`src/rtl/awg_pkg.sv`:
```
// Shared definitions for the AWG command controller: packet constants,
// opcode table, payload field mapping, the live/shadow configuration record
// and the state encodings of the byte reader and the packet parser.
package awg_pkg;

  localparam int unsigned BYTE_W  = 8;
  localparam int unsigned WAVE_W  = 5;
  localparam int unsigned FREQ_W  = 12;
  localparam int unsigned AMP_W   = 3;
  localparam int unsigned PHASE_W = 8;
  localparam int unsigned IDX_W   = 3;

  localparam logic [BYTE_W-1:0] HDR_BYTE  = 8'hA5;
  localparam logic [BYTE_W-1:0] OPC_WAVE  = 8'h01;
  localparam logic [BYTE_W-1:0] OPC_FREQ  = 8'h02;
  localparam logic [BYTE_W-1:0] OPC_AMP   = 8'h03;
  localparam logic [BYTE_W-1:0] OPC_PHASE = 8'h04;
  localparam logic [BYTE_W-1:0] OPC_ALL   = 8'h05;

  // Configuration record driven to sig_gen (also used for the shadow copy).
  typedef struct packed {
    logic [WAVE_W-1:0]  wave;
    logic [FREQ_W-1:0]  freq;
    logic [AMP_W-1:0]   amp;
    logic [PHASE_W-1:0] phase;
  } cfg_t;

  typedef enum logic [1:0] {
    RD_IDLE,
    RD_LOW,
    RD_SAMPLE,
    RD_HIGH
  } rd_state_t;

  typedef enum logic [1:0] {
    PS_HDR,
    PS_OPC,
    PS_PAY,
    PS_CSUM
  } parse_state_t;

  // Destination of one payload byte.
  typedef enum logic [2:0] {
    FLD_WAVE,
    FLD_FHI,
    FLD_FLO,
    FLD_AMP,
    FLD_PHASE,
    FLD_NONE
  } fld_t;

  function automatic logic opc_known(input logic [BYTE_W-1:0] opc);
    return (opc == OPC_WAVE) || (opc == OPC_FREQ) || (opc == OPC_AMP) ||
           (opc == OPC_PHASE) || (opc == OPC_ALL);
  endfunction

  // Payload length table; unknown opcodes report zero.
  function automatic logic [IDX_W-1:0] pay_len(input logic [BYTE_W-1:0] opc);
    case (opc)
      OPC_WAVE:  return 3'd1;
      OPC_FREQ:  return 3'd2;
      OPC_AMP:   return 3'd1;
      OPC_PHASE: return 3'd1;
      OPC_ALL:   return 3'd5;
      default:   return 3'd0;
    endcase
  endfunction

  // Maps (opcode, payload index) to the shadow field it writes.
  function automatic fld_t pay_field(input logic [BYTE_W-1:0] opc,
                                     input logic [IDX_W-1:0]  idx);
    case (opc)
      OPC_WAVE:  return FLD_WAVE;
      OPC_FREQ:  return (idx == 3'd0) ? FLD_FHI : FLD_FLO;
      OPC_AMP:   return FLD_AMP;
      OPC_PHASE: return FLD_PHASE;
      OPC_ALL: begin
        case (idx)
          3'd0:    return FLD_WAVE;
          3'd1:    return FLD_FHI;
          3'd2:    return FLD_FLO;
          3'd3:    return FLD_AMP;
          default: return FLD_PHASE;
        endcase
      end
      default:   return FLD_NONE;
    endcase
  endfunction

endpackage

```
`src/rtl/ft245_rd_if.sv`:
```
// FT245 read-side byte reader. Waits for rxf_n low, drives rd_n low for
// RD_WAIT cycles, latches d_in in the following cycle (rd_n already high),
// then holds rd_n high for RD_HOLD cycles before looking at rxf_n again.
// Ports:
//   clk, rst      - system clock, synchronous active-high reset
//   rxf_n, d_in   - FT245 FIFO not-empty (active low) and data bus
//   rd_n          - FT245 read strobe (active low, registered)
//   byte_data     - last byte read
//   byte_vld      - one-cycle strobe, byte_data valid
module ft245_rd_if
  import awg_pkg::*;
#(
  parameter int unsigned RD_WAIT = 3,
  parameter int unsigned RD_HOLD = 2
) (
  input  logic              clk,
  input  logic              rst,
  input  logic              rxf_n,
  input  logic [BYTE_W-1:0] d_in,
  output logic              rd_n,
  output logic [BYTE_W-1:0] byte_data,
  output logic              byte_vld
);

  localparam int unsigned CNT_W = 3;
  localparam logic [CNT_W-1:0] WAIT_LAST = CNT_W'(RD_WAIT - 1);
  localparam logic [CNT_W-1:0] HOLD_LAST = CNT_W'(RD_HOLD - 1);

  rd_state_t        state;
  logic [CNT_W-1:0] cnt;

  // Reader FSM; rd_n is released on the same edge that leaves RD_LOW.
  always_ff @(posedge clk) begin
    if (rst) begin
      state     <= RD_IDLE;
      rd_n      <= 1'b1;
      cnt       <= '0;
      byte_data <= '0;
      byte_vld  <= 1'b0;
    end else begin
      byte_vld <= 1'b0;
      case (state)
        RD_IDLE: begin
          if (!rxf_n) begin
            state <= RD_LOW;
            rd_n  <= 1'b0;
            cnt   <= '0;
          end
        end
        RD_LOW: begin
          if (cnt == WAIT_LAST) begin
            state <= RD_SAMPLE;
            rd_n  <= 1'b1;
          end else begin
            cnt <= cnt + CNT_W'(1);
          end
        end
        RD_SAMPLE: begin
          byte_data <= d_in;
          byte_vld  <= 1'b1;
          cnt       <= '0;
          state     <= RD_HIGH;
        end
        RD_HIGH: begin
          if (cnt == HOLD_LAST) begin
            state <= RD_IDLE;
          end else begin
            cnt <= cnt + CNT_W'(1);
          end
        end
        default: begin
          state <= RD_IDLE;
          rd_n  <= 1'b1;
        end
      endcase
    end
  end

endmodule

```
`src/rtl/awg_cmd_ctrl.sv`:
```
// AWG command controller: reads bytes from an FT245 FIFO and parses
// A5 / opcode / payload / XOR-checksum packets into the sig_gen settings.
// Payload lands in a shadow copy; the addressed fields move to the outputs
// together only when the checksum matches.
// Optional build macro AWG_CMD_CTRL_TIMEOUT_EN: abandon a partial packet
// (with cmd_err) after TIMEOUT idle cycles between bytes.
// Ports:
//   clk, rst        - system clock, synchronous active-high reset
//   rxf_n, d_in     - FT245 FIFO not-empty and data bus
//   rd_n            - FT245 read strobe
//   wave_sel, freq_word, amp_sel, phase_off - settings to sig_gen
//   cfg_upd         - pulse one cycle after the settings change
//   cmd_err         - pulse on a rejected packet
//   busy            - packet partially received
module awg_cmd_ctrl
  import awg_pkg::*;
#(
  parameter logic [WAVE_W-1:0] DEF_WAVE = 5'd3,
  parameter int unsigned       RD_WAIT  = 3,
  parameter int unsigned       RD_HOLD  = 2,
  parameter logic [15:0]       TIMEOUT  = 16'd50000
) (
  input  logic               clk,
  input  logic               rst,
  input  logic               rxf_n,
  input  logic [BYTE_W-1:0]  d_in,
  output logic               rd_n,
  output logic [WAVE_W-1:0]  wave_sel,
  output logic [FREQ_W-1:0]  freq_word,
  output logic [AMP_W-1:0]   amp_sel,
  output logic [PHASE_W-1:0] phase_off,
  output logic               cfg_upd,
  output logic               cmd_err,
  output logic               busy
);

  logic [BYTE_W-1:0] byte_data;
  logic              byte_vld;

  ft245_rd_if #(
    .RD_WAIT (RD_WAIT),
    .RD_HOLD (RD_HOLD)
  ) u_rd (
    .clk       (clk),
    .rst       (rst),
    .rxf_n     (rxf_n),
    .d_in      (d_in),
    .rd_n      (rd_n),
    .byte_data (byte_data),
    .byte_vld  (byte_vld)
  );

  parse_state_t      state;
  logic [BYTE_W-1:0] opc;
  logic [IDX_W-1:0]  idx;
  logic [BYTE_W-1:0] csum;
  cfg_t              shadow;
  cfg_t              cfg;
  logic              upd_pend;
  logic              tmo_hit_c;

`ifdef AWG_CMD_CTRL_TIMEOUT_EN
  logic [15:0] idle_cnt;

  assign tmo_hit_c = busy && !byte_vld && (idle_cnt == (TIMEOUT - 16'd1));

  // Idle-cycle counter, only running while a packet is open.
  always_ff @(posedge clk) begin
    if (rst || byte_vld || !busy || tmo_hit_c) begin
      idle_cnt <= '0;
    end else begin
      idle_cnt <= idle_cnt + 16'd1;
    end
  end
`else
  logic [15:0] unused_timeout;

  assign unused_timeout = TIMEOUT;
  assign tmo_hit_c      = 1'b0;
`endif

  // Packet parser; busy is kept in step with every state change.
  always_ff @(posedge clk) begin
    if (rst) begin
      state    <= PS_HDR;
      busy     <= 1'b0;
      opc      <= '0;
      idx      <= '0;
      csum     <= '0;
      shadow   <= '0;
      cfg      <= '{wave: DEF_WAVE, freq: '0, amp: '0, phase: '0};
      upd_pend <= 1'b0;
      cfg_upd  <= 1'b0;
      cmd_err  <= 1'b0;
    end else begin
      cmd_err  <= 1'b0;
      upd_pend <= 1'b0;
      cfg_upd  <= upd_pend;
      if (byte_vld) begin
        case (state)
          PS_HDR: begin
            if (byte_data == HDR_BYTE) begin
              state <= PS_OPC;
              busy  <= 1'b1;
            end
          end
          PS_OPC: begin
            if (!opc_known(byte_data)) begin
              cmd_err <= 1'b1;
              state   <= PS_HDR;
              busy    <= 1'b0;
            end else begin
              opc  <= byte_data;
              csum <= byte_data;
              idx  <= '0;
              state <= (pay_len(byte_data) == 3'd0) ? PS_CSUM : PS_PAY;
            end
          end
          PS_PAY: begin
            csum <= csum ^ byte_data;
            case (pay_field(opc, idx))
              FLD_WAVE:  shadow.wave       <= byte_data[WAVE_W-1:0];
              FLD_FHI:   shadow.freq[11:8] <= byte_data[3:0];
              FLD_FLO:   shadow.freq[7:0]  <= byte_data;
              FLD_AMP:   shadow.amp        <= byte_data[AMP_W-1:0];
              FLD_PHASE: shadow.phase      <= byte_data;
              default: ;
            endcase
            if (idx == (pay_len(opc) - 3'd1)) begin
              state <= PS_CSUM;
            end else begin
              idx <= idx + 3'd1;
            end
          end
          PS_CSUM: begin
            state <= PS_HDR;
            busy  <= 1'b0;
            if (byte_data == csum) begin
              // Only the fields this opcode addresses are committed.
              case (opc)
                OPC_WAVE:  cfg.wave  <= shadow.wave;
                OPC_FREQ:  cfg.freq  <= shadow.freq;
                OPC_AMP:   cfg.amp   <= shadow.amp;
                OPC_PHASE: cfg.phase <= shadow.phase;
                OPC_ALL:   cfg       <= shadow;
                default: ;
              endcase
              upd_pend <= 1'b1;
            end else begin
              cmd_err <= 1'b1;
            end
          end
          default: begin
            state <= PS_HDR;
            busy  <= 1'b0;
          end
        endcase
      end else if (tmo_hit_c) begin
        cmd_err <= 1'b1;
        state   <= PS_HDR;
        busy    <= 1'b0;
      end
    end
  end

  assign wave_sel  = cfg.wave;
  assign freq_word = cfg.freq;
  assign amp_sel   = cfg.amp;
  assign phase_off = cfg.phase;

endmodule

```
`config.mk`:
```
export PLATFORM = sky130hd
export DESIGN_NAME = awg_cmd_ctrl
export DESIGN_NICKNAME = d
export VERILOG_FILES = /design/src/rtl/awg_pkg.sv /design/src/rtl/ft245_rd_if.sv /design/src/rtl/awg_cmd_ctrl.sv
export SDC_FILE = /design/constraint.sdc
export NUM_CORES = 1
export LEC_CHECK = 0
export CAP_MARGIN = 20
export CORE_MARGIN = 1.5
export CORE_UTILIZATION = 30
export DETAILED_ROUTE_END_ITERATION = 10
export PLACE_DENSITY = 0.51
export SLEW_MARGIN = 20
export SYNTH_ARGS = -nofsm -noshare
export SYNTH_HDL_FRONTEND = slang
export SYNTH_SLANG_ARGS = --single-unit
```
`constraint.sdc`:
```
create_clock -name clk -period 3.8 [get_ports clk]
set_input_delay 0.76 -clock clk [delete_from_list [all_inputs] [get_ports clk]]
set_output_delay 0.76 -clock clk [all_outputs]
set_load 0.01 [all_outputs]
```
==> impl_metrics.env, run 1 <==
export IMPL_powerDensity_nw_per_um2=443
export IMPL_finalInstanceArea_um2=5340
export IMPL_skew_ns=0.00922
export IMPL_hpwlAfterDp_mm=6.96
export IMPL_setup_viol=0
export IMPL_p_switching_uw=644
export IMPL_hold_buffers=0
export IMPL_clkLatencyLatePin_ns=0.35
export IMPL_synth_area_um2=4480
export IMPL_synth_fp_nets=509
export IMPL_dpl_instance_area_um2=5030
export IMPL_cap_violations=0
export IMPL_ys_types=57
export IMPL_crit_path_end_kind="register"
export IMPL_synthArstFlopShare_pct=0
export IMPL_syn_area_per_cell_um2=9.31
export IMPL_synth_edf_count=0
export IMPL_yosys_top_cells_area="dfxtp_1 (43%), mux2i_1 (14%), nor2_1 (6.0%), ha_1 (4.7%), nand2b_1 (2.8%)"
export IMPL_fillCellCount=1504
export IMPL_maxSlewViolCount=0
export IMPL_synthCells=481
export IMPL_p_leak_nw=1.94
export IMPL_required_ns=4.07
export IMPL_synth_warnings=0
export IMPL_rsz0062_at_grt="no"
export IMPL_synth_top_area_share_pct=42.9
export IMPL_first_pass_iters=5
export IMPL_layout_min_cycle_time_ns=2.96
export IMPL_ys_seq_area_share_pct=42.9
export IMPL_cts_root_buf="clkbuf_16"
export IMPL_globalplace_congestion=0.884
export IMPL_cts_tree="yes"
export IMPL_avgRoutedWirePerCell_um=14.5
export IMPL_path_max_fanout=5
export IMPL_grt_usage_pct=13.5
export IMPL_outcome="finished clean"
export IMPL_clkSinkCount=96
export IMPL_stdcell_count=697
export IMPL_synth_most_common_cell="dfxtp_1"
export IMPL_worstPathArrival_ns=3.23
export IMPL_io_pins=43
export IMPL_yosysTopAreaCell="dfxtp_1"
export IMPL_num_antenna_cells=0
export IMPL_cts_made_buffers=9
export IMPL_vias_per_cell=4.84
export IMPL_cts_setup_buffers=0
export IMPL_power_mw=2.36
export IMPL_synth_common_cells="dfxtp_1 (96), nor2_1 (72), mux2i_1 (63)"
export IMPL_ys_ff_latch=96
export IMPL_cp_start_kind="register"
export IMPL_cts_resized=0
export IMPL_p_comb_share_pct=13.9
export IMPL_syn_to_final_growth_pct=19.2
export IMPL_io_buffers=42
export IMPL_die_w_um=125
export IMPL_grt_pass1_vias=3271
export IMPL_swShare_pct=27.2
export IMPL_hold_viol_final=0
export IMPL_r2r_slack_ns=0.84
export IMPL_clk_pin_slew_ns=0.06
export IMPL_grt_pass1_wl_mm=16.8
export IMPL_initial_core_util_pct=30.8
export IMPL_fmax_mhz=338
export IMPL_drtAntennaViolNets=0
export IMPL_ys_flop_type="dfxtp_1"
export IMPL_grt_ovfl_total=0
export IMPL_setup_tns_ns=0
export IMPL_drt_wl_total_mm=10.1
export IMPL_max_slew_margin_pct=40.7
export IMPL_core_area_um2=14500
export IMPL_seqPwrFrac_pct=47.7
export IMPL_min_path_type="register to register"
export IMPL_vias=3372
export IMPL_antenna_found_initial=0
export IMPL_htree_levels=3
export IMPL_drive_gt1_share_pct=7.41
export IMPL_intPower_mw=1.72
export IMPL_die_h_um=125
export IMPL_criticalPathCategory="register to register"
export IMPL_grt_max_degree=52
export IMPL_vdd_drop_max_uv=211
export IMPL_drc_errors=0
export IMPL_p_clk_share_pct=38.4
export IMPL_final_nets=536
export IMPL_dp_cells=681
export IMPL_cts_buffer_depth=2
export IMPL_min_period_over_period_pct=77.9
export IMPL_tightest_slew_ns=0.889
export IMPL_rows=44
export IMPL_drt_iter0_markers=189
export IMPL_die_area_um2=15700
worst max-delay path: stages, from the launching register on:
cell	delay, ns
dfxtp_1	0.31
or4_4	0.55
or4b_4	0.54
ha_1	0.22
xnor2_1	0.25
o2111a_1	0.34
o21ai_4	0.09
or3_2	0.42
a31oi_1	0.16
cell usage in the layout (no fill, tap or decap), drive strengths merged, types with 12 or more instances in the layout:
cell / n
nand2b: 20
dfxtp: 96
nand2: 31
clkdlybuf4s50: 41
a31oi: 12
clkbuf: 14
ha: 17
inv: 15
mux2i: 63
nand3b: 12
nor2: 74
final cells by class:
class	count	area, µm²	share of cell area (%)
Clock inverter	2	38.8	0.727
Sequential cell	96	1920	36.0
Inverter	15	56.3	1.05
Tap cell	184	230	4.31
Timing Repair Buffer	46	445	8.34
Multi-Input combinational cell	340	2390	44.8
Clock buffer	14	254	4.76
power by group through the flow:
| stage | Clock, mW | Sequential [mW] | Combinational, mW |
|---|---|---|---|
| 2_1_floorplan | 0 | 1.10 | 0.282 |
| 3_3_place_gp | 0 | 1.15 | 0.314 |
| 3_5_place_dp | 0 | 1.15 | 0.325 |
| 4_1_cts | 0.934 | 1.13 | 0.328 |
| 5_1_grt | 0.977 | 1.14 | 0.363 |
| 6_report | 0.908 | 1.13 | 0.329 |
path summary, 6_finish.rpt:
check / start / to / cells past startpoint
setup / recovery: opc[7] / idx[2] / 8
hold / removal: upd_pend / cfg_upd / 1
setup reg to reg: opc[7] / idx[2] / 8
hold reg to reg: upd_pend / cfg_upd / 1
per-stage QoR:
stage,setup WS [ns],hold slack [ns],utilization (%)
4_1_cts,0.846,0.457,36.6
2_1_floorplan,1.01,0.414,-
5_1_grt,0.709,0.482,36.7
3_3_place_gp,0.918,0.439,34.6
3_5_place_dp,0.857,0.443,34.6
6_report,0.842,0.451,36.7
cells by family after synthesis:
logic type      synth area share [%]
flops                           42.9
mux                             14.4
compound gates                  10.0
buf+inv                         3.94
fa+ha+maj                       4.75
xor+xnor                        2.15
simple gates                    21.8
metal layers:
metal / share of wire (%) / up-vias / GRT usage (%)
met5: 0 / - / 0
met1: 47 / 1598 / 17.6
li1: - / 1706 / -
met4: 1.7 / 0 / 5.35
met2: 47 / 59 / 21.5
met3: 3.6 / 9 / 3.34
sequential cells by signal, indices dropped and copies added (netlist names), named ones only:
signal and cells:
amp_sel 3, u_rd.rd_n 1, idx 3, state 1
busy 1, shadow 28, phase_off 8, wave_sel 5
upd_pend 1, opc 8, u_rd.byte_data 8, u_rd.state 2
u_rd.cnt 3, u_rd.byte_vld 1, cfg_upd 1, freq_word 12
cmd_err 1, csum 8
Power figures use the tool's default switching activity.
==> run 2, diff against run 1 <==
--- a/config.mk
+++ b/config.mk
@@ -9,7 +9,7 @@
 export CORE_MARGIN = 1.5
 export CORE_UTILIZATION = 30
 export DETAILED_ROUTE_END_ITERATION = 10
-export PLACE_DENSITY = 0.51
+export PLACE_DENSITY = 0.53
 export SLEW_MARGIN = 20
 export SYNTH_ARGS = -nofsm -noshare
 export SYNTH_HDL_FRONTEND = slang
==> constraint.sdc (replaced) <==
create_clock -name clk -period 2.63 [get_ports clk]
set_input_delay 0.526 -clock clk [delete_from_list [all_inputs] [get_ports clk]]
set_output_delay 0.526 -clock clk [all_outputs]
set_load 0.01 [all_outputs]
==> run 2 against run 1 <==
The flow now finishes with violations (negative setup slack). Total power is 42% higher. Via count shrank 0.21%. Die area stayed put. First-iteration DRC count decreased by 4.8%. Clock skew fell by 0.0018 ns. Clock-buffer cell count shrank 3. Largest power group unchanged.
==> impl_metrics.env, run 2 (synthesis gave the netlist of run 1 again) <==
export IMPL_outcome="complete, but fails checks"
export IMPL_violations="negative setup slack"
export IMPL_largest_register="shadow"
export IMPL_grt_pass1_wl_mm=16.8
export IMPL_drive_gt1_share_pct=12.2
export IMPL_vias_per_cell=4.69
export IMPL_hold_viol_final=0
export IMPL_cap_violations=0
export IMPL_final_nets=556
export IMPL_core_area_um2=14500
export IMPL_pre_cts_ws_ns=-0.0933
export IMPL_rows=44
export IMPL_dpl_instance_area_um2=5230
export IMPL_r2r_end="state[0]"
export IMPL_cts_buffer_depth=2
export IMPL_layout_min_cycle_time_ns=2.72
export IMPL_die_h_um=125
export IMPL_grt_max_degree=41
export IMPL_grt_usage_pct=13.4
export IMPL_hold_depth=1
export IMPL_max_slew_margin_pct=54.3
export IMPL_crit_path_end_kind="register"
export IMPL_fmax_mhz=367
export IMPL_grt_ovfl_total=0
export IMPL_worstPathArrival_ns=2.96
export IMPL_die_w_um=125
export IMPL_cp_start_kind="register"
export IMPL_first_pass_iters=4
export IMPL_cts_tree="yes"
export IMPL_drc_errors=0
export IMPL_rr_worst_depth=9
export IMPL_clkLatencyLatePin_ns=0.35
export IMPL_hpwlAfterDp_mm=7.02
export IMPL_path_max_fanout=4
export IMPL_cp_top_family="simple AND/OR/NAND/NOR gates"
export IMPL_max_stage_delay_ns=0.53
export IMPL_min_period_over_period_pct=104
export IMPL_maxSlewViolCount=0
export IMPL_finalInstanceArea_um2=5530
export IMPL_grt_pass1_vias=3315
export IMPL_vias=3365
export IMPL_initial_core_util_pct=30.8
export IMPL_p_leak_nw=2.06
export IMPL_r2r_start="opc[5]"
export IMPL_layout_common_cells="dfxtp_1 (95), nor2_1 (72), mux2i_1 (63), clkdlybuf4s50_1 (41), nand2_1 (31)"
export IMPL_vdd_drop_max_uv=302
export IMPL_layout_commonest_cell="dfxtp_1"
export IMPL_io_pins=43
export IMPL_min_path_type="register to register"
export IMPL_path_buf_inv=0
export IMPL_io_buffers=42
export IMPL_drtAntennaViolNets=0
export IMPL_skew_ns=0.00740
export IMPL_hold_buffers=0
export IMPL_powerDensity_nw_per_um2=605
export IMPL_setup_ws_ns=-0.0921
export IMPL_r2r_slack_ns=-0.09
export IMPL_min_to="cfg_upd"
export IMPL_clkSinkCount=96
export IMPL_holdWs_ns=0.452
export IMPL_die_area_um2=15700
export IMPL_largest_register_ffs=28
export IMPL_syn_to_final_growth_pct=23.5
export IMPL_rsz0062_at_grt="yes"
export IMPL_antenna_found_initial=0
export IMPL_num_antenna_cells=0
export IMPL_globalplace_congestion=0.778
export IMPL_cts_setup_buffers=0
export IMPL_drt_wl_total_mm=9.96
export IMPL_htree_levels=3
export IMPL_drt_iter0_markers=180
export IMPL_cts_made_buffers=9
export IMPL_cts_root_buf="clkbuf_16"
export IMPL_crit_chain="or4_4 -> or4b_4 -> ha_4 -> xnor2_4 -> o211ai_1 -> o2111a_2 -> o21ai_4 -> a21oi_2 -> mux2_4"
export IMPL_avgRoutedWirePerCell_um=13.9
export IMPL_tightest_slew_ns=0.685
export IMPL_final_util_pct=38.1
export IMPL_hold_start="upd_pend"
export IMPL_criticalPathCategory="register to register"
export IMPL_setup_viol=3
export IMPL_critPathSlowestCell="or4_4"
export IMPL_required_ns=2.87
export IMPL_clk_pin_slew_ns=0.07
run 2: cell count changes in the layout (fill, tap and decap cells not counted), sizes merged:
cell	previous run	this run
clkinv	1	3
buf	5	25
bufinv	1	0
clkinvlp	0	1
clkbuf	14	11
inv	15	16
run 2: power by group:
part	internal [mW]	switching, mW
combinational	0.234	0.317
clock	0.665	0.552
sequential	1.51	0.0664
total	2.41	0.936
run 2: area by class of cell:
| cell class | count | area (µm²) |
|---|---|---|
| inverter | 15 | 56.3 |
| fill | 1475 | 9000 |
| tap | 184 | 230 |
| sequential | 96 | 1920 |
| clock buffer | 11 | 243 |
| multi-input combinational | 340 | 2430 |
| clock inverter | 5 | 31.3 |
| timing repair buffer | 66 | 621 |
run 2: stage by stage:
step	setup TNS, ns	power, mW	std cells
floorplan	0	1.99	481
global placement	-0.0545	2.15	701
detailed placement	-0.251	2.17	701
CTS	-0.308	3.40	717
global route	-0.597	3.54	717
finish	-0.182	3.35	717
run 2: worst reg2reg max path: cells and delay by family (launching register included):
| kind | cells | cell delay (ns) |
|---|---|---|
| compound gates | 4 | 0.62 |
| xor+xnor | 1 | 0.13 |
| fa+ha+maj | 1 | 0.20 |
| flops | 1 | 0.31 |
| mux | 1 | 0.31 |
| simple gates | 2 | 1.05 |
run 2: per-layer routing:
metal | GRT usage (%) | vias up | wire (µm)
met2 | 20.9 | 49 | 4590
met5 | 0 | - | 0
met1 | 17.9 | 1562 | 4950
met4 | 5.35 | 0 | 101
met3 | 3.29 | 5 | 322
li1 | - | 1749 | -
run 2: worst max path at each step:
stage                     startpoint  endpoint  slack [ns]  depth (start not counted)
final                         opc[5]  state[0]       -0.09                          9
after global routing          opc[5]    idx[2]       -0.18                          9
after CTS                     opc[5]  state[0]       -0.09                          9
after detailed placement      opc[5]  state[0]       -0.09                          9
after global placement        opc[5]  state[0]       -0.03                          9
after floorplan               opc[5]  state[0]       0.003                          9
run 2: repair_timing:
item                                    in CTS  in global routing
endpoints found under the setup margin       4                  5
resized for setup                            0                  4
pin swaps                                    2                  7
